**src/rtl/piso_serializer.sv**
```systemverilog
// Parallel-in serial-out shifter with a load handshake, en-gated shifting and
// back-to-back frame support (a new word can load on the last-bit edge).
module piso_serializer #(
  parameter int unsigned SIZE       = 8,
  parameter bit          MSB_FIRST  = 1'b1,
  parameter bit          IDLE_LEVEL = 1'b0
) (
  input  logic                        clk,
  input  logic                        reset,
  input  logic [SIZE-1:0]             parallel_in,
  input  logic                        load_valid,
  output logic                        load_ready,
  input  logic                        en,
  input  logic                        shift_in,
  output logic                        shift_out,
  output logic                        frame,
  output logic [$clog2(SIZE+1)-1:0]   bit_cnt,
  output logic                        done,
  output logic [SIZE-1:0]             parallel_out
);

  localparam int unsigned CW = $clog2(SIZE + 1);

  typedef enum logic {
    IDLE  = 1'b0,
    SHIFT = 1'b1
  } state_t;

  state_t          state;
  logic [SIZE-1:0] shift_reg;
  logic [CW-1:0]   cnt;
  logic            done_q;
  logic            last_bit;
  logic            load;
  logic [SIZE-1:0] shifted;

  // Last bit is consumed on this edge; the same edge may accept the next word.
  assign last_bit   = (state == SHIFT) && (cnt == CW'(1)) && en;
  assign load_ready = (state == IDLE) || last_bit;
  assign load       = load_valid && load_ready;

  always_comb begin
    shifted = shift_reg;
    if (MSB_FIRST) shifted = {shift_reg[SIZE-2:0], shift_in};
    else           shifted = {shift_in, shift_reg[SIZE-1:1]};
  end

  always_ff @(posedge clk or posedge reset) begin
    if (reset) begin
      state     <= IDLE;
      shift_reg <= '0;
      cnt       <= '0;
      done_q    <= 1'b0;
    end else begin
      done_q <= last_bit;
      if (load) begin
        shift_reg <= parallel_in;
        cnt       <= CW'(SIZE);
        state     <= SHIFT;
      end else if ((state == SHIFT) && en) begin
        shift_reg <= shifted;
        cnt       <= cnt - CW'(1);
        if (cnt == CW'(1)) state <= IDLE;
      end
    end
  end

  assign frame        = (state == SHIFT);
  assign bit_cnt      = cnt;
  assign done         = done_q;
  assign parallel_out = shift_reg;
  assign shift_out    = frame ? (MSB_FIRST ? shift_reg[SIZE-1] : shift_reg[0]) : IDLE_LEVEL;

endmodule

```
**config.mk**
```make
export PLATFORM = sky130hd
export DESIGN_NAME = piso_serializer
export DESIGN_NICKNAME = d
export VERILOG_FILES = /design/src/rtl/piso_serializer.sv
export SDC_FILE = /design/constraint.sdc
export NUM_CORES = 1
export LEC_CHECK = 0
export ABC_AREA = 1
export CAP_MARGIN = 10
export CELL_PAD_IN_SITES_DETAIL_PLACEMENT = 0
export CELL_PAD_IN_SITES_GLOBAL_PLACEMENT = 1
export CORE_MARGIN = 4
export CORE_UTILIZATION = 29
export DETAILED_ROUTE_END_ITERATION = 10
export PLACE_DENSITY_LB_ADDON = 0.1
export REMOVE_ABC_BUFFERS = 1
export SLEW_MARGIN = 40
export SYNTH_ARGS = -nofsm -noshare
export SYNTH_HDL_FRONTEND = slang
export SYNTH_SLANG_ARGS = --single-unit
```
**constraint.sdc**
```tcl
create_clock -name clk -period 1.65 [get_ports clk]
set_input_delay 0.33 -clock clk [delete_from_list [all_inputs] [get_ports clk]]
set_output_delay 0.33 -clock clk [all_outputs]
set_load 0.02 [all_outputs]
```
Word level (Yosys, flattened, before mapping)
Cells that the tools add are included.
{"block": "totals", "ff_bits": 14, "inputBits": 13, "out_inout_bits": 16, "word_cells": 23}
{"block": "classes", "addsub": 1, "eq_ne": 1, "n_mux": 8, "bitwise_logic": 1, "reduce_logical": 8}
{"op": "2-to-1 mux 8 bit", "n": 2}
{"op": "2-to-1 mux 4 bit", "n": 2}
{"op": "equality test 4 x 1 -> 1 bit (second input constant)", "n": 1}
{"op": "logical AND 1 bit", "n": 4}
{"op": "2-to-1 mux 1 bit", "n": 4}
{"op": "nonzero test 2 bit", "n": 2}
{"op": "subtractor 4 x 1 -> 4 bit (second input constant)", "n": 1}
{"op": "AND reduction 2 bit", "n": 1}
{"op": "logical OR 1 bit", "n": 1}
{"op": "NOT 1 bit", "n": 1}

Longest topological paths before layout
{"block": "depth", "depth_word": 7, "depth_mapped": 11, "mapped_depth_nobuf": 10}

Worst setup path before layout
OpenSTA, ideal clock, no wires.
{"block": "synth_path", "path_type": "flip-flop to flip-flop", "startpoint": "register cnt[1] (netlist: bit_cnt[1])", "endpoint": "register shift_reg[0] (netlist: parallel_out[0])", "setup_time_ns": 0.117, "arrival_ns": 1.364, "t_required_ns": 1.533, "path_slack_ns": 0.168, "path_stages_with_launch": 11, "path_buffers": 1, "period_less_slack_ns": 1.482, "cell_sequence": "dfrtp_1 inv_1 ha_1 inv_1 nor2_1 nand2_1 nand2_1 buf_2 nand3_1 nand3_1 nand2_1"}
{"block": "synth_between", "elab_chain_cells": 6, "elab_cells_between_ends": 7, "cone_classes": "eq/ne (1); mux (1); reduce/logical (5)"}
{"element": "start, declared", "line": "31", "rtl": "logic [CW-1:0] cnt;"}
{"element": "start signal, assigned", "line": "58", "rtl": "cnt <= CW'(SIZE);"}
{"element": "start signal, assigned", "line": "62", "rtl": "cnt <= cnt - CW'(1);"}
{"element": "equality test 4 x 1 -> 1 bit (*)", "line": "38", "rtl": "assign last_bit = (state == SHIFT) && (cnt == CW'(1)) && en;"}
{"element": "logical AND 1 bit (*) (2 in series)", "line": "38"}
{"element": "logical OR 1 bit (*)", "line": "39", "rtl": "assign load_ready = (state == IDLE) || last_bit;"}
{"element": "via load_ready", "line": "12", "rtl": "output logic load_ready,"}
{"element": "logical AND 1 bit (*)", "line": "40", "rtl": "assign load = load_valid && load_ready;"}
{"element": "2-to-1 mux 8 bit or nonzero test 2 bit (tied branches)"}
{"element": "end signal, assigned", "line": "57", "rtl": "shift_reg <= parallel_in;"}
{"element": "end signal, assigned", "line": "61", "rtl": "shift_reg <= shifted;"}
{"element": "end, declared", "line": "30", "rtl": "logic [SIZE-1:0] shift_reg;"}
Mark *: on every way through the listed nets, which the timed path passes. The rest lies on a longest branch.
A chain may end at the register's enable or synchronous reset.

Final worst setup path
{"block": "layout_path", "startpoint": "register cnt[1] (netlist: bit_cnt[1])", "endpoint": "output load_ready"}
{"block": "layout_between", "elab_chain_cells": 4}
{"element": "equality test 4 x 1 -> 1 bit", "line": "38"}
{"element": "logical AND 1 bit (2 in series)", "line": "38"}
{"element": "logical OR 1 bit", "line": "39"}
{"element": "end, declared", "line": "12"}
Every way passes these cells.

==> impl_results.md <==
- Status: complete, no violations
- Chip height: 59.1 um
- Total chip power: 1.79 mW
- Post-Synthesis Cell Area: 757 um2
- Vias per cell: 4.20
- Pin count of the biggest net entering global routing: 15
- CP Launch Type: flip-flop
- Setup crit end kind: primary output
- Die ar.: 3490 um2
- Worst-Skew Late Latency: 0.29 ns
- Routed WL: 1.90 mm
- Vias in the first global route: 734
- Total grt overflow: 0
- Min cycle time layout: 1.63 ns
- Slew @ Worst Pin: 0.584 ns
- Post-synthesis sequential area ratio: 46.3%
- Reg power frac: 31.3%
- Slew Limit Fails: 0
- Gate power share: 54.2%
- Core area: 2480 um2
- Detailed-route wire length per cell: 10.7 um
- # setup viols final: 0
- Area growth syn-to-layout: 60.7%
- Class of the worst hold path: in -> async
- Iter 0 DRT Violations: 16
- Nets: 163
- Worst EP arrival: 1.30 ns
- Longest Clk Path Bufs: 2
- Num ports: 29
- DP Wirelength: 1.39 mm
- RSZ-0062 raised after global routing: true
- WP data required: 1.32 ns
- Final hold vios: 0
- Final Core Density: 49.1%
- Layout cell share with drive strength beyond 1: 15.6%
- Root Buffer: clkbuf_4
- Most frequent cells in the layout: nand2_1, inv_1, nand3_1
- Worst clock skew: 0.00656 ns
- Relative slew slack: 61.0%
- Net Switching: 0.715 mW
- First-pass GRT wire length: 3.26 mm
- Initial Util: 30.6%
- Hold_buf cts: 0
- Fill count: 280
- CTS tree: yes
- Tcrit/Tclk final: 98.9%
- LEAKAGE: 0.773 nW
- Final GP Congestion: 0.722
- Synth warn: 0
- Sw Ratio: 40.0%
- CTS sink cnt: 14
- #FFs+latches synth: 14
- Most common cell after layout, fill and taps aside: nand2_1
- PwrDens: 1470 nW/um2
- Port bufs: 28
- Max VDD drop: 696 uV
- Row cnt: 18
- Via count: 743
- DRC viols: 0
- Internal: 1.07 mW
- Crit Path Max Fanout: 3
- Total GRT Usage: 12.6%
- Antenna diode count: 0
- Initial antenna violation count: 0
- MaxCap Viol Count: 0
- Synthesized area per cell: 7.21 um2
- Synth unique cells: 14
- CTS HTree Levels: 1
- Clock power share: 14.5%
- Die Wd: 59.1 um
- Clock-pin slew on the worst setup and hold paths: 0.10 ns
- CTS Buf Count: 3
- First-pass DRT Iterations: 4
- Achievable clock frequency: 0.613 GHz
- Post-DRT Antenna Nets: 0
- Cells after Synth: 105
- Crit Path Class: reg -> out
[worst max-delay path: stages (launching register included)]
cell	delay [ns]
dfrtp_1	0.39
inv_2	0.06
ha_1	0.13
inv_1	0.04
nor2_1	0.09
nand2_1	0.08
nand2_2	0.11
buf_6	0.12
[final timing paths]
path / startpoint / end / slack (ns) / cells after the start
setup / recovery: bit_cnt[1] / load_ready / 0.02 / 7
hold / removal: reset / parallel_out[5] / 0.39 / 2
setup reg to reg: bit_cnt[1] / bit_cnt[0] / 0.09 / 11
hold reg to reg: parallel_out[1] / parallel_out[1] / 0.51 / 2
max in group asynchronous: reset / parallel_out[1] / 0.88 / 2
min in group clk: parallel_out[1] / parallel_out[1] / 0.51 / 2
[cells in the mapped netlist]
cell / count / area share, %
o21ai_2: 1 / 1.2
xor2_1: 1 / 1.2
a21oi_1: 1 / 0.66
ha_1: 2 / 3.3
buf_2: 4 / 2.6
and3_1: 1 / 0.83
nand3_1: 18 / 12
inv_2: 1 / 0.50
dfrtp_1: 14 / 46
nor2_1: 4 / 2.0
inv_1: 23 / 11
nor3b_1: 1 / 0.99
nand2_1: 32 / 16
o21ai_0: 2 / 1.3
[metal layers]
metal / vias to the layer above / GRT usage, % / share of wire (%)
met2: 28 / 19.2 / 44
met5: - / 0 / 0
li1: 398 / - / -
met4: 0 / 5.83 / 2.4
met3: 5 / 2.61 / 7.1
met1: 312 / 16.9 / 46
[through the flow]
| step | instances | hold WS, ns | setup WS [ns] | setup TNS [ns] | instance area (um2) |
|---|---|---|---|---|---|
| 6_report | 177 | 0.389 | 0.0188 | 0 | 1220 |
| 4_1_cts | 176 | 0.417 | -0.0649 | -0.126 | 1180 |
| 3_3_place_gp | 172 | 0.490 | -0.423 | -1.86 | 1150 |
| 2_1_floorplan | 101 | 0.219 | -0.119 | -1.15 | 737 |
| 5_1_grt | 177 | 0.435 | -0.111 | -0.700 | 1220 |
| 3_5_place_dp | 172 | 0.494 | -0.429 | -2.07 | 1150 |
[registers in the layout, summed over array words and instances, names as in the netlist]
signal        cells
frame             1
bit_cnt           4
done              1
parallel_out      8
[power groups by stage]
| stage | sequential [mW] | combinational (mW) | clock [mW] |
|---|---|---|---|
| after floorplan | 0.745 | 0.320 | 0 |
| after global placement | 0.566 | 1.02 | 0 |
| after detailed placement | 0.567 | 1.02 | 0 |
| after CTS | 0.562 | 0.980 | 0.268 |
| after global routing | 0.582 | 1.08 | 0.297 |
| final | 0.559 | 0.968 | 0.259 |
[final cells by class]
class | instances | area (um2) | area share, %
Sequential cell | 14 | 350 | 28.8
Timing Repair Buffer | 42 | 403 | 33.1
Tap cell | 30 | 37.5 | 3.09
Inverter | 24 | 90.1 | 7.41
Clock buffer | 4 | 36.3 | 2.98
Multi-Input combinational cell | 63 | 299 | 24.6
[cell families (layout without fill, tap and decap cells)]
kind of cell               count (synthesis)  after routing  share of synthesized area, %
AOI/OAI and AO/OA                          4              4                          3.14
xor gates and xnor gates                   1              1                          1.16
adders and majority gates                  2              2                          3.31
buffers and inverters                     28             70                          14.5
DFF                                       14             14                          46.3
and+or+nand+nor                           56             56                          31.6
[timing repair]
item                       CTS  global route
setup buffers                0             1
cloned                       0             0
pin swaps                    0             2
resized for setup           10            12
setup endpoints to repair    7            21
(Power assumes the default switching activity.)
